File: config.mk
export PLATFORM = sky130hd
export DESIGN_NAME = sram_spi_arbiter
export DESIGN_NICKNAME = d
export VERILOG_FILES = /design/src/rtl/sram_spi_pkg.sv /design/src/rtl/rr_arb2.sv /design/src/rtl/sram_spi_arbiter.sv
export SDC_FILE = /design/constraint.sdc
export NUM_CORES = 1
export LEC_CHECK = 0
export BUFFER_PORTS_ARGS = -buffer_cell sky130_fd_sc_hd__buf_2
export CORE_UTILIZATION = 35
export CTS_CLUSTER_DIAMETER = 150
export DETAILED_ROUTE_END_ITERATION = 7
export GPL_TIMING_DRIVEN = 0
export PLACE_DENSITY_LB_ADDON = 0.08
export SLEW_MARGIN = 20
export SYNTH_ARGS = -nofsm -noshare
export SYNTH_HDL_FRONTEND = slang
export SYNTH_SLANG_ARGS = --single-unit
File: constraint.sdc
create_clock -name sclk -period 1.9 [get_ports sclk]
set_input_delay 0.095 -clock sclk [delete_from_list [all_inputs] [get_ports sclk]]
set_output_delay 0.095 -clock sclk [all_outputs]
set_load 0.03 [all_outputs]
File: src/rtl/sram_spi_pkg.sv
// Shared opcodes, FSM state type and a small helper for the SPI SRAM arbiter.
package sram_spi_pkg;

  localparam logic [7:0] OP_IDLE  = 8'h00;
  localparam logic [7:0] OP_READ  = 8'h03;
  localparam logic [7:0] OP_WRITE = 8'h02;

  typedef enum logic [2:0] {
    DRAIN,
    IDLE,
    ISSUE,
    WAIT_DONE,
    RESPOND,
    GAP
  } arb_state_t;

  function automatic int unsigned max2(input int unsigned a, input int unsigned b);
    return (a > b) ? a : b;
  endfunction

endpackage

File: src/rtl/rr_arb2.sv
// Two-way round-robin arbiter; last_grant_o holds the most recently granted port.
module rr_arb2 (
  input  logic       clk_i,
  input  logic       rst_ni,
  input  logic [1:0] req_i,
  input  logic       grant_en_i,
  output logic       last_grant_o,
  output logic       gnt_idx_o
);

  logic last_q;

  // On a tie the port that did not win last time is chosen.
  always_comb begin
    gnt_idx_o = (req_i == 2'b11) ? ~last_q : req_i[1];
  end

  always_ff @(posedge clk_i) begin
    if (!rst_ni) begin
      last_q <= 1'b1;
    end else if (grant_en_i && (req_i != 2'b00)) begin
      last_q <= gnt_idx_o;
    end
  end

  assign last_grant_o = last_q;

endmodule

File: src/rtl/sram_spi_arbiter.sv
// Round-robin front end for one SPI SRAM byte engine: issues a one-cycle opcode strobe,
// waits for done or timeout, acks the granted port and enforces idle gaps between ops.
module sram_spi_arbiter
  import sram_spi_pkg::*;
#(
  parameter int unsigned TIMEOUT_CYCLES = 64,
  parameter int unsigned DRAIN_CYCLES   = 48,
  parameter int unsigned GAP_CYCLES     = 2
) (
  input  logic        sclk,
  input  logic        rst_n,
  input  logic [1:0]  req,
  input  logic [1:0]  we,
  input  logic [23:0] addr0,
  input  logic [23:0] addr1,
  input  logic [7:0]  wdata0,
  input  logic [7:0]  wdata1,
  output logic [1:0]  ack,
  output logic        err,
  output logic [7:0]  rdata,
  output logic        busy,
  output logic [7:0]  eng_inst,
  output logic [23:0] eng_addr,
  output logic [7:0]  eng_wdata,
  input  logic [7:0]  eng_rdata,
  input  logic        eng_done
);

  localparam int unsigned CW = $clog2(max2(TIMEOUT_CYCLES, DRAIN_CYCLES) + 1);

  arb_state_t    state_q, state_d;
  logic [CW-1:0] cnt_q, cnt_d;
  logic          we_q, we_d;
  logic [23:0]   addr_q, addr_d;
  logic [7:0]    wdata_q, wdata_d;
  logic [7:0]    rdata_q, rdata_d;
  logic          err_q, err_d;
  logic          grant_en;
  logic          gnt_idx;
  logic          last_grant;
  logic [CW-1:0] gap_last;

  rr_arb2 u_rr_arb2 (
    .clk_i        (sclk),
    .rst_ni       (rst_n),
    .req_i        (req),
    .grant_en_i   (grant_en),
    .last_grant_o (last_grant),
    .gnt_idx_o    (gnt_idx)
  );

  // A timed-out engine may still be mid-transfer, so it gets the full drain time.
  assign gap_last = err_q ? CW'(DRAIN_CYCLES - 1) : CW'(GAP_CYCLES - 1);

  always_ff @(posedge sclk) begin
    if (!rst_n) begin
      state_q <= DRAIN;
      cnt_q   <= '0;
      we_q    <= 1'b0;
      addr_q  <= '0;
      wdata_q <= '0;
      rdata_q <= '0;
      err_q   <= 1'b0;
    end else begin
      state_q <= state_d;
      cnt_q   <= cnt_d;
      we_q    <= we_d;
      addr_q  <= addr_d;
      wdata_q <= wdata_d;
      rdata_q <= rdata_d;
      err_q   <= err_d;
    end
  end

  always_comb begin
    state_d  = state_q;
    cnt_d    = cnt_q;
    we_d     = we_q;
    addr_d   = addr_q;
    wdata_d  = wdata_q;
    rdata_d  = rdata_q;
    err_d    = err_q;
    grant_en = 1'b0;
    unique case (state_q)
      DRAIN: begin
        if (cnt_q == CW'(DRAIN_CYCLES - 1)) begin
          state_d = IDLE;
          cnt_d   = '0;
        end else begin
          cnt_d = cnt_q + CW'(1);
        end
      end
      IDLE: begin
        if (req != 2'b00) begin
          grant_en = 1'b1;
          we_d     = we[gnt_idx];
          addr_d   = gnt_idx ? addr1 : addr0;
          wdata_d  = gnt_idx ? wdata1 : wdata0;
          err_d    = 1'b0;
          state_d  = ISSUE;
        end
      end
      ISSUE: begin
        cnt_d   = '0;
        state_d = WAIT_DONE;
      end
      WAIT_DONE: begin
        cnt_d = (cnt_q == CW'(TIMEOUT_CYCLES)) ? cnt_q : cnt_q + CW'(1);
        if (eng_done) begin
          if (!we_q) begin
            rdata_d = eng_rdata;
          end
          state_d = RESPOND;
        end else if (cnt_q == CW'(TIMEOUT_CYCLES - 1)) begin
          err_d   = 1'b1;
          state_d = RESPOND;
        end
      end
      RESPOND: begin
        cnt_d   = '0;
        state_d = GAP;
      end
      GAP: begin
        if (cnt_q == gap_last) begin
          cnt_d   = '0;
          state_d = IDLE;
        end else begin
          cnt_d = cnt_q + CW'(1);
        end
      end
      default: begin
        cnt_d   = '0;
        state_d = DRAIN;
      end
    endcase
  end

  // last_grant still names the granted port until the next grant in IDLE.
  always_comb begin
    eng_inst = OP_IDLE;
    ack      = 2'b00;
    err      = 1'b0;
    busy     = (state_q != IDLE);
    if (state_q == ISSUE) begin
      eng_inst = we_q ? OP_WRITE : OP_READ;
    end
    if (state_q == RESPOND) begin
      ack[last_grant] = 1'b1;
      err             = err_q;
    end
  end

  assign rdata     = rdata_q;
  assign eng_addr  = addr_q;
  assign eng_wdata = wdata_q;

endmodule

# Yosys cells after proc, flatten, opt, wreduce, memory -nomap -nowiden
# Cells that the tools add are included.
dict set report totals {
  reg_bits 53
  latchBits 0
  ramBits 0
  romBits 0
  in_bits 79
  output_inout_bits 52
  word_cells 71
  n_memories 0
}
dict set report op_classes {
  addsub 1
  multipliers 0
  n_div 0
  order_cmp 3
  n_eq_ne 18
  n_shift 0
  muxes 28
  bitwise 3
  n_reduce_logical 10
}
# cell n
set op_table {}
lappend op_table {{$pmux W7 S4} 1}
lappend op_table {{$mux W24} 1}
lappend op_table {{$mux W7} 3}
lappend op_table {{$pmux W3 S6} 1}
lappend op_table {{$mux W3} 5}
lappend op_table {{$eq A7 B6 Y1 const B} 2}
lappend op_table {{$ne A2 B2 Y1 const B} 6}
lappend op_table {{$mux W1} 11}
lappend op_table {{$mux W8} 1}
lappend op_table {{$reduce_and A4 Y1} 2}
lappend op_table {{$add A7 B1 Y7 const B} 1}
lappend op_table {{$eq A7 B6 Y1} 1}
lappend op_table {{$eq A7 B7 Y1 const B} 1}
lappend op_table {{$eq A3 B2 Y1 const B} 2}
lappend op_table {{$eq A3 B3 Y1 const B} 2}
lappend op_table {{$mux W6} 1}
lappend op_table {{$lt A1 B2 Y1 const B} 2}
lappend op_table {{$mux W2} 2}
lappend op_table {{$reduce_and A2 Y1} 2}
lappend op_table {{$reduce_bool A2 Y1} 2}
lappend op_table {{$eq A3 B1 Y1 const B} 1}
lappend op_table {{$logic_not A3 Y1} 1}
lappend op_table {{$ne A3 B1 Y1 const B} 1}
lappend op_table {{$ne A3 B3 Y1 const B} 1}
lappend op_table {{other kinds (7)} 10}

# Depth between registers and ports, before layout
# Gate-level depths: netlist (run 1).
dict set report logic_depth {
  word_depth 5
  depth_mapped 6
  ltp_nobuf 6
}

# By module
# From an unflattened synthesis (run 1), not the netlist that was laid out.
dict set report unflattened {
  cells_unflattened 277
  area_unflattened_um2 2666.3
}
# mod instances cells_each area_each_um2 seq_area_each_um2
set modules_own_cells {}
lappend modules_own_cells {sram_spi_arbiter 1 272 2618.8 1041.0}
lappend modules_own_cells {rr_arb2 1 5 47.5 20.0}

# Worst setup path after synthesis (run 1)
# Ideal clock, no wire load.
dict set report synth_path {
  path_kind {reg2out}
  startpoint {reg state_q[1]}
  endpoint {out eng_inst[0]}
  arrival_time_ns 1.427
  required_ns 1.805
  path_slack_ns 0.378
  path_stages_with_launch 4
  path_buffers 1
  path_cell_list {dfxtp_1 > clkbuf_1 > nand2b_1 > nor3_1}
}
dict set report synth_via {
  elab_chain_cells 2
}
# item line_no
set synth_rtl {}
lappend synth_rtl {{start, declared} sram_spi_arbiter.sv:31} ;# arb_state_t state_q, state_d;
lappend synth_rtl {{start signal, assigned} sram_spi_arbiter.sv:65} ;# state_q <= state_d;
lappend synth_rtl {{$eq A3 B2 Y1} sram_spi_arbiter.sv:144} ;# if (state_q == ISSUE) begin
lappend synth_rtl {{$mux W2} sram_spi_arbiter.sv:144}
lappend synth_rtl {{end, declared} sram_spi_arbiter.sv:22} ;# output logic [7:0] eng_inst,
# Every way passes these cells.

# Worst setup path in the final report (run 1)
dict set report layout_path {
  startpoint {reg cnt_q[1]}
  endpoint {reg state_q[0]}
}
dict set report layout_via {
  elab_chain_cells 3
  elab_cells_between_ends 7
  classes_between {eq/ne: 6; reduce/logical: 1}
}
# item line_no
set layout_rtl {}
lappend layout_rtl {{start, declared} sram_spi_arbiter.sv:32} ;# logic [CW-1:0] cnt_q, cnt_d;
lappend layout_rtl {{start signal, assigned} sram_spi_arbiter.sv:66} ;# cnt_q <= cnt_d;
lappend layout_rtl {{$eq A7 B6 Y1 (on tied branches)} {sram_spi_arbiter.sv:114, sram_spi_arbiter.sv:86, sram_spi_arbiter.sv:124}}
lappend layout_rtl {{$ne A3 B3 Y1 (no source line) / $ne A2 B2 Y1 (equally long branches)} --}
lappend layout_rtl {{$reduce_and A4 Y1 (no source line) *} --}
# Every way passes the cells marked *; elsewhere a longest branch is shown, timed or not.
# A chain may end at the register's enable or synchronous reset.

==> run metrics, run 1 <==
crit path DAT=2.00 ns; Seq/Total Area, Yosys=39.3%; number of port buffers=124; leading cell type in the layout, fill and taps excluded=sky130_fd_sc_hd__buf_2; minimum period implied by the final worst setup slack=1.75 ns; cell chosen for the clock root=sky130_fd_sc_hd__clkbuf_8; Layout area overhead=32.7%; via count of the first global-routing pass=2,319; net switching power=0.481 mW; count of synthesis-stage warnings from yosys=0; number of antenna violations at the first check in global routing=0; maximum count of clock buffers along a single path=2; Worst setup EP type=register; Clock Skew=0.00881 ns; Peak VDD IR=287 uV; I/O pin total=131; fmax=0.572 GHz; dominant synthesized flop cell=sky130_fd_sc_hd__dfxtp_1; count of vias placed by the detailed router=2,492; crit-path max FO=7; width of the die=89.8 um; Detailed Route WL=6570 um; post-route ant nets=0; clk sinks=53; hold violation count in the final report=0; largest net degree at the start of global routing=16; data required time at the worst endpoint=2.15 ns; startpoint type of the worst setup path=register; count of maximum capacitance violations=0; Max Slew Vio Count=0; area fraction of the dominant cell type after synthesis=39.3%; Clock Latency Late Sink=0.30 ns; run status=finished clean; Worst Setup Slack, final=0.151 ns; pre-CTS worst setup slack=0.145 ns; highest-count cells in the layout ignoring fill and taps=sky130_fd_sc_hd__buf_2, sky130_fd_sc_hd__dfxtp_1, sky130_fd_sc_hd__mux2i_1, sky130_fd_sc_hd__nand2_1, sky130_fd_sc_hd__o211a_1; Hold Path Stages=3; path depth of the worst reg2reg path=5; H-tree levels=2; final total negative setup slack=0 ns; global-route wire length before repair=10,800 um; Worst path max stage delay=0.47 ns; Yosys cell types=44; max_slew headroom=63.8%; unrepaired setup endpoints after global routing=false; aggregate global-route resource usage=16.2%; total clock buffers created by CTS=5; wire per inst=12.8 um; count of final setup violators=0; Core ar.=7370 um^2; Reg power frac=53.4%; internal power=1.62 mW; floorplan die area=8070 um^2; Worst Path Class, Setup=reg -> reg; areal power density over the cells=586 nW/um^2; DPL Wire Length=5030 um; proportion of register bits with asynchronous set or reset after synthesis=0%; post-synthesis average cell area=9.68 um^2; row count=31; Diodes inserted=0; number of DRC markers after the initial detailed-route iteration=71; TritonCTS clock tree=yes; overall overflow remaining after global route=0; total leakage power=2.04 nW; count of flip-flops with a built-in enable after synthesis=0; fraction of power consumed by the clock network=35.6%; total power consumption of the routed design=2.10 mW; cell taking the most area after synthesis=sky130_fd_sc_hd__dfxtp_1; final clock period utilization by the worst path=92.1%; number of register bits inferred by synthesis=53; DRT Pass-1 Iters=4; detail-routed via count per cell=4.85; leading cell types by total area after synthesis=sky130_fd_sc_hd__dfxtp_1, sky130_fd_sc_hd__mux2i_1, sky130_fd_sc_hd__o211a_1, sky130_fd_sc_hd__nand2_1, sky130_fd_sc_hd__nor2b_1; Finished Core Util=48.6%; actual slew at the worst max-slew pin=0.543 ns; worst-path cell with the longest stage delay=sky130_fd_sc_hd__or4_1; switching share of power=22.9%; cts-stage hold buffer count=0; weighted congestion at the end of routability-driven global placement=0.808; Combinational Power Share=11.0%; Synth Cell Area=2700 um^2; cell-by-cell trace of the critical path=ha_1, nand4_1, or4_1, a21oi_1, o21a_1; proportion of layout cells with a drive suffix above 1=38.8%; HP Class=in -> reg; clock transition at the registers of the reported paths=0.10 ns; number of DRC violations after detailed routing=0; DIE HEIGHT=89.8 um; final-stage net count=496; starting density of the core=36.6%; gate count of the mapped netlist=279
flip-flops by register name, summed over array words and instances (netlist names):
register	count
eng_addr	24
eng_wdata	8
rdata	8
cnt_q	7
state_q	3
err_q	1
u_rr_arb2.last_grant_o	1
we_q	1
timing repair:
action	4_1_cts	5_1_grt
resized for setup	0	3
endpoints found under the setup margin	0	8
endpoints found under the hold margin	0	0
setup buffers	0	0
synthesized netlist by cell type, types with 2 or more instances:
cell and number:
sky130_fd_sc_hd__mux2i_1 42, sky130_fd_sc_hd__buf_6 4, sky130_fd_sc_hd__nand4_1 4, sky130_fd_sc_hd__nor3_1 5, sky130_fd_sc_hd__and3_1 3, sky130_fd_sc_hd__o211a_1 33, sky130_fd_sc_hd__buf_2 7, sky130_fd_sc_hd__dfxtp_1 53
sky130_fd_sc_hd__a31oi_1 2, sky130_fd_sc_hd__nor2b_1 12, sky130_fd_sc_hd__inv_1 3, sky130_fd_sc_hd__nor2_1 7, sky130_fd_sc_hd__nand2_1 35, sky130_fd_sc_hd__buf_4 9, sky130_fd_sc_hd__a21oi_1 13, sky130_fd_sc_hd__a211oi_1 2
sky130_fd_sc_hd__clkbuf_1 7, sky130_fd_sc_hd__nand2b_1 2, sky130_fd_sc_hd__nor3b_1 2, sky130_fd_sc_hd__inv_2 2, sky130_fd_sc_hd__ha_1 2, sky130_fd_sc_hd__xnor2_1 4, sky130_fd_sc_hd__o21ai_0 5
metrics by stage:
step | area (um^2) | std cells | hold slack (ns)
floorplan | 2720 | 284 | 0.265
global placement | 3460 | 507 | 0.355
detailed placement | 3460 | 507 | 0.362
CTS | 3570 | 514 | 0.0314
global route | 3580 | 514 | 0.0314
finish | 3580 | 514 | 0.0425
power groups by stage:
| stage | registers [mW] | clock network (mW) | logic, mW |
|---|---|---|---|
| 3_5_place_dp | 1.15 | 0 | 0.233 |
| 6_report | 1.12 | 0.748 | 0.231 |
| 4_1_cts | 1.12 | 0.771 | 0.233 |
| 3_3_place_gp | 1.15 | 0 | 0.231 |
| 5_1_grt | 1.12 | 0.811 | 0.257 |
| 2_1_floorplan | 1.15 | 0 | 0.131 |
layout make-up:
| cell class | instances | area, um^2 |
|---|---|---|
| clock inverters | 2 | 35.0 |
| repair buffers | 124 | 621 |
| clock buffers | 5 | 68.8 |
| inverters | 5 | 18.8 |
| well taps | 99 | 124 |
| plain buffers | 27 | 174 |
| multi-input cells | 199 | 1480 |
| flip-flops and latches | 53 | 1060 |
| fillers | 754 | 3790 |
worst max-delay path, delay by kind of cell, from the launching register on:
family	cells	cell delay [ns]
AOI/OAI and AO/OA	2	0.27
adders and majority gates	1	0.26
DFF	1	0.44
and+or+nand+nor	2	0.73
final timing paths:
kind,slack (ns),start,to
worst max-delay path,0.15,cnt_q[1],state_q[0]
worst min-delay path,0.04,eng_rdata[6],rdata[6]
worst max register to register,0.15,cnt_q[1],state_q[0]
worst min register to register,0.50,eng_wdata[1],eng_wdata[1]
logic make-up after synthesis:
group	after synthesis	share of synthesized area (%)
xor+xnor	5	1.62
simple gates	82	16.4
fa+ha+maj	2	0.927
flops	53	39.3
buf+inv	32	7.14
mux	42	15.6
compound gates	62	18.9
other cells	1	0.139
metal layers:
metal	vias to the layer above	routed length (um)	GRT usage [%]	part of all wire, %
met2	85	3130	26.4	48
met3	10	435	4.40	6.6
met1	1129	2880	20.3	44
li1	1268	-	-	-
met5	-	0	0	0
met4	0	124	6.15	1.9
(Power assumes the default switching activity.)
==> inputs of run 2 (changes only) <==
clock period = 1.5 ns   (was 1.9 ns; I/O delays follow)
==> run 2 against run 1 <==
Compared with the run above: the run now ends with negative setup slack left; setup slack lost 0.17 ns; hold slack lost 0.020 ns; die area is the same; flip-flop and latch count is the same; clock-buffer cell count is the same; via count grew 4.5%; final cell count grew 2.9%; register-to-register slack lost 0.17 ns; total power grew 29%; largest cell class unchanged; largest power group unchanged.
==> run metrics, run 2 (synthesis results as in run 1) <==
total power consumption of the routed design=2.71 mW (+29%); Worst Setup Slack, final=-0.0174 ns (-0.168 ns); max reg flops=24 (unchanged); largest net degree at the start of global routing=16 (unchanged); highest-count cells in the layout ignoring fill and taps=sky130_fd_sc_hd__buf_2, sky130_fd_sc_hd__dfxtp_1, sky130_fd_sc_hd__mux2i_1, sky130_fd_sc_hd__nand2_1, sky130_fd_sc_hd__o211a_1; overall overflow remaining after global route=0 (unchanged); number of DRC violations after detailed routing=0 (unchanged); number of instances in the placed design=507 (unchanged); cell chosen for the clock root=sky130_fd_sc_hd__clkbuf_8; via count of the first global-routing pass=2,385 (+2.8%); violated checks=negative setup slack; Worst setup EP type=register; TritonCTS clock tree=yes; reg-to-reg setup timing slack=-0.02 ns (-0.17 ns); Worst path max stage delay=0.39 ns (-0.08 ns); final worst hold slack=0.0222 ns (-0.0202 ns); Diodes inserted=0 (unchanged); detail-routed via count per cell=4.92 (+1.5%); number of port buffers=124 (unchanged); post-route ant nets=0 (unchanged); starting density of the core=36.6% (unchanged); areal power density over the cells=693 nW/um^2 (+18%); crit-path most repeated cell=sky130_fd_sc_hd__buf_4; total clock buffers created by CTS=5 (unchanged); path depth of the worst reg2reg path=7 (+2); max_slew headroom=59.1% (-4.6 points); number of DRC markers after the initial detailed-route iteration=51 (-28%); HP Start=eng_rdata[6]; minimum period implied by the final worst setup slack=1.52 ns (-0.232 ns); number of antenna violations at the first check in global routing=0 (unchanged); cts-stage hold buffer count=0 (unchanged); count of vias placed by the detailed router=2,604 (+4.5%); Hold Path Stages=3 (unchanged); fmax=0.659 GHz (+15%); DPL Wire Length=5030 um (unchanged); cell-by-cell trace of the critical path=ha_4, nand4_1, buf_4, buf_4, o31ai_4, o21ai_1, o21a_1; HP Class=in -> reg; aggregate global-route resource usage=16.6% (+0.38 points); run status=finished, violations left; actual slew at the worst max-slew pin=0.613 ns (+0.0693 ns); Clock Latency Late Sink=0.30 ns (about the same); global-route wire length before repair=11,000 um (+2.2%); Max Slew Vio Count=0 (unchanged); H-tree levels=2 (unchanged); crit-path max FO=4 (-3); leading cell type in the layout, fill and taps excluded=sky130_fd_sc_hd__buf_2; final-stage net count=511 (+3.0%); Detailed Route WL=7180 um (+9.3%); weighted congestion at the end of routability-driven global placement=0.808 (unchanged); row count=31 (unchanged); I/O pin total=131 (unchanged); count of final setup violators=1 (+1); Critical Path Source=cnt_q[1]; post-layout instance count excluding filler cells=529 (+2.9%); wire per inst=13.6 um (+6.2%); DRT Pass-1 Iters=4 (unchanged); count of maximum capacitance violations=0 (unchanged); startpoint of the most critical register-to-register path=cnt_q[1]; proportion of layout cells with a drive suffix above 1=46.7% (+7.9 points); endpoint of the worst setup timing path=state_q[0]; detailed-routed wire length on met2=3530 um (+13%); worst-path cell with the longest stage delay=sky130_fd_sc_hd__dfxtp_4; crit path DAT=1.71 ns (-0.29 ns); maximum count of clock buffers along a single path=2 (unchanged); clock transition at the registers of the reported paths=0.10 ns (about the same); final total negative setup slack=-0.0174 ns (-0.0174 ns); clk sinks=53 (unchanged); Post-Route M1 WL=3080 um (+7.0%); Layout area overhead=44.9%; startpoint type of the worst setup path=register; Core ar.=7370 um^2 (unchanged); final clock period utilization by the worst path=101% (+9.1 points); floorplan die area=8070 um^2 (unchanged); DIE HEIGHT=89.8 um (unchanged); pre-CTS worst setup slack=-0.255 ns (-0.400 ns); reg2reg end=state_q[0]; highest signal layer in the routed design=met4; unrepaired setup endpoints after global routing=true; Clock Skew=0.0107 ns (+0.00193 ns); data required time at the worst endpoint=1.69 ns (-0.46 ns); routed wl met3=442 um (+1.6%); Peak VDD IR=369 uV (+28%); Worst Path Class, Setup=reg -> reg; total leakage power=2.15 nW (+5.3%); hold violation count in the final report=0 (unchanged); width of the die=89.8 um (unchanged)
## run 2: cell types whose count changed in the layout (fill, tap and decap cells not counted), moves of 3 or more
| cell | previous run | this run |
|---|---|---|
| sky130_fd_sc_hd__dfxtp_2 | 0 | 3 |
| sky130_fd_sc_hd__dfxtp_4 | 0 | 3 |
| sky130_fd_sc_hd__buf_2 | 131 | 123 |
| sky130_fd_sc_hd__dfxtp_1 | 53 | 47 |
| sky130_fd_sc_hd__buf_4 | 9 | 25 |
| sky130_fd_sc_hd__buf_6 | 4 | 11 |
## run 2: what timing repair did
action                                  CTS  global route
cloned                                    0             1
buffers inserted                          5             9
resized for setup                        29            33
pin swaps                                 5             6
endpoints found under the setup margin   58            57
## run 2: worst min-delay path by stage
stage	slack, ns	endpoint
6_report	0.02	rdata[6]
5_1_grt	0.01	rdata[3]
4_1_cts	0.01	rdata[6]
3_5_place_dp	0.34	rdata[7]
3_3_place_gp	0.34	rdata[3]
2_1_floorplan	0.24	rdata[0]
## run 2: cell type report
cell class,count,area [um^2]
clock inverter,2,35.0
sequential,53,1080
clock buffer,5,68.8
multi-input combinational,199,1620
inverter,5,18.8
tap,99,124
buffer,27,226
fill,702,3460
timing repair buffer,139,742
## run 2: where the power goes
group,internal (mW),switching [mW]
clock,0.486,0.461
sequential,1.41,0.00892
combinational,0.184,0.160
## run 2: layer usage
metal | vias to the layer above | global-route usage (%)
met4 | 0 | 6.56
met3 | 15 | 4.40
li1 | 1294 | -
met5 | - | 0
met1 | 1210 | 20.6
met2 | 85 | 27.2
## run 2: per-stage QoR
| step | cell area, um^2 | util, % |
|---|---|---|
| floorplan | 2720 | - |
| global placement | 3460 | 47.0 |
| detailed placement | 3460 | 47.0 |
| CTS | 3700 | 50.2 |
| global route | 3910 | 53.1 |
| finish | 3910 | 53.1 |
## run 2: worst max-delay path: cells and delay by family (launching register included)
family                     cells  cell delay [ns]
and+or+nand+nor                1             0.07
DFF                            1             0.39
AOI/OAI and AO/OA              3             0.50
buffers and inverters          2             0.31
adders and majority gates      1             0.14
==> inputs of run 3 (changes only) <==
CTS_CLUSTER_SIZE = 25   (was default)
PLACE_DENSITY = 0.66   (was default)
PLACE_DENSITY_LB_ADDON = default   (was 0.08)
==> run 3 against run 2 <==
Compared with the run above: the flow still finishes with violations (negative setup slack); first-iteration DRC count is 110% higher; non-clock buffer count is 3 lower; register-to-register slack worse by 0.06 ns; clock-buffer cell count is 1 higher; hold slack better by 0.0021 ns; total power is 4.6% lower; design area is 1.3% lower; maximum frequency is 3.8% lower; critical path depth is 2 lower; critical endpoint unchanged; largest power group unchanged.
==> run metrics, run 3 (synthesis results as in run 1) <==
detail-routed via count per cell=4.88 (-0.82%); violated checks=negative setup slack; total leakage power=2.12 nW (-1.0%); HP Class=in -> reg; Clock Latency Late Sink=0.31 ns (about the same); total power consumption of the routed design=2.59 mW (-4.6%); cts-stage hold buffer count=0 (unchanged); maximum count of clock buffers along a single path=2 (unchanged); DRT Pass-1 Iters=4 (unchanged); max reg flops=24 (unchanged); DPL Wire Length=5310 um (+5.7%); final clock period utilization by the worst path=105% (+4.0 points); count of final setup violators=3 (+2); number of DRC violations after detailed routing=0 (unchanged); crit path DAT=1.83 ns (+0.12 ns); Worst Setup Slack, final=-0.0778 ns (-0.0604 ns); wire per inst=13.9 um (+2.7%); Core ar.=7370 um^2 (unchanged); highest-count cells in the layout ignoring fill and taps=sky130_fd_sc_hd__buf_2, sky130_fd_sc_hd__dfxtp_1, sky130_fd_sc_hd__mux2i_1, sky130_fd_sc_hd__nand2_1, sky130_fd_sc_hd__o211a_1; count of maximum capacitance violations=0 (unchanged); weighted congestion at the end of routability-driven global placement=0.822 (+1.8%); startpoint type of the worst setup path=register; startpoint of the most critical register-to-register path=cnt_q[1]; overall overflow remaining after global route=0 (unchanged); run status=finished, violations left; number of DRC markers after the initial detailed-route iteration=108 (+110%); Diodes inserted=0 (unchanged); data required time at the worst endpoint=1.75 ns (+0.06 ns); Layout area overhead=43.0%; reg2reg end=state_q[0]; fmax=0.634 GHz (-3.8%); Clock Skew=0.00992 ns (-0.000816 ns); Peak VDD IR=429 uV (+16%); final-stage net count=508 (-0.59%); unrepaired setup endpoints after global routing=true; Worst setup EP type=register; Max Slew Vio Count=0 (unchanged); reg-to-reg setup timing slack=-0.08 ns (-0.06 ns); clock transition at the registers of the reported paths=0.09 ns (about the same); hold violation count in the final report=0 (unchanged); TritonCTS clock tree=yes; cell chosen for the clock root=sky130_fd_sc_hd__clkbuf_8; Critical Path Source=cnt_q[1]; Worst Path Class, Setup=reg -> reg; number of antenna violations at the first check in global routing=1 (+1); post-route ant nets=0 (unchanged); aggregate global-route resource usage=17.6% (+1.1 points); I/O pin total=131 (unchanged); actual slew at the worst max-slew pin=0.564 ns (-0.0487 ns); H-tree levels=2 (unchanged); global-route wire length before repair=11,700 um (+6.0%); width of the die=89.8 um (unchanged); floorplan die area=8070 um^2 (unchanged); via count of the first global-routing pass=2,535 (+6.3%); proportion of layout cells with a drive suffix above 1=46.0% (-0.72 points); row count=31 (unchanged); max_slew headroom=62.4% (+3.2 points); final worst hold slack=0.0243 ns (+0.00211 ns); areal power density over the cells=670 nW/um^2 (-3.4%); path depth of the worst reg2reg path=5 (-2); crit-path max FO=4 (unchanged); Detailed Route WL=7340 um (+2.3%); count of vias placed by the detailed router=2,573 (-1.2%); clk sinks=53 (unchanged); minimum period implied by the final worst setup slack=1.58 ns (+0.0604 ns); starting density of the core=36.6% (unchanged); leading cell type in the layout, fill and taps excluded=sky130_fd_sc_hd__buf_2; number of port buffers=124 (unchanged); total clock buffers created by CTS=5 (unchanged); DIE HEIGHT=89.8 um (unchanged); endpoint of the worst setup timing path=state_q[0]; largest net degree at the start of global routing=17 (+1)
run 3: how the worst min path moves through the flow:
stage / startpoint / to / slack, ns / cells past startpoint
floorplan: eng_rdata[0] / rdata[0] / 0.24 / 2
global placement: eng_rdata[7] / rdata[7] / 0.33 / 3
detailed placement: eng_rdata[3] / rdata[3] / 0.34 / 3
CTS: eng_rdata[3] / rdata[3] / 0.02 / 3
global route: eng_rdata[3] / rdata[3] / 0.03 / 3
finish: eng_rdata[3] / rdata[3] / 0.02 / 3
run 3: what timing repair did:
item / in CTS / in global routing
pin swaps: 5 / 9
resized for setup: 25 / 33
setup endpoints to repair: 58 / 55
setup buffers: 7 / 5
run 3: layout make-up:
class	instances	area, um^2
Fill cell	700	3510
Multi-Input combinational cell	199	1620
Sequential cell	53	1070
Timing Repair Buffer	136	729
Buffer	27	214
Tap cell	99	124
Clock buffer	6	72.6
Inverter	5	18.8
Clock inverter	2	13.8
run 3: routing by layer:
layer / track usage (%) / part of all wire, %
met5: 0 / 0
met2: 31.0 / 48
met3: 4.91 / 7.1
met4: 4.92 / 0.91
met1: 20.8 / 44
run 3: where the power goes:
group / internal, mW / switching, mW
sequential: 1.41 / 0.00820
clock: 0.334 / 0.482
combinational: 0.188 / 0.161
total: 1.93 / 0.651
run 3: metrics by stage:
stage               instance area [um^2]  setup slack [ns]  util (%)  instances  TNS (ns)
floorplan                           2720           -0.0141         -        284   -0.0162
global placement                    3460            -0.214      47.0        507     -5.99
detailed placement                  3460            -0.244      47.0        507     -6.83
CTS                                 3680           -0.0258      50.0        522    -0.108
global route                        3860            -0.156      52.4        527     -3.15
finish                              3860           -0.0778      52.4        527    -0.179
run 3: critical path, cell delays in order (launching register included):
cell	delay, ns
sky130_fd_sc_hd__dfxtp_4	0.38
sky130_fd_sc_hd__ha_4	0.13
sky130_fd_sc_hd__nand4_1	0.19
sky130_fd_sc_hd__or4_1	0.57
sky130_fd_sc_hd__a21oi_1	0.14
sky130_fd_sc_hd__o21a_1	0.12
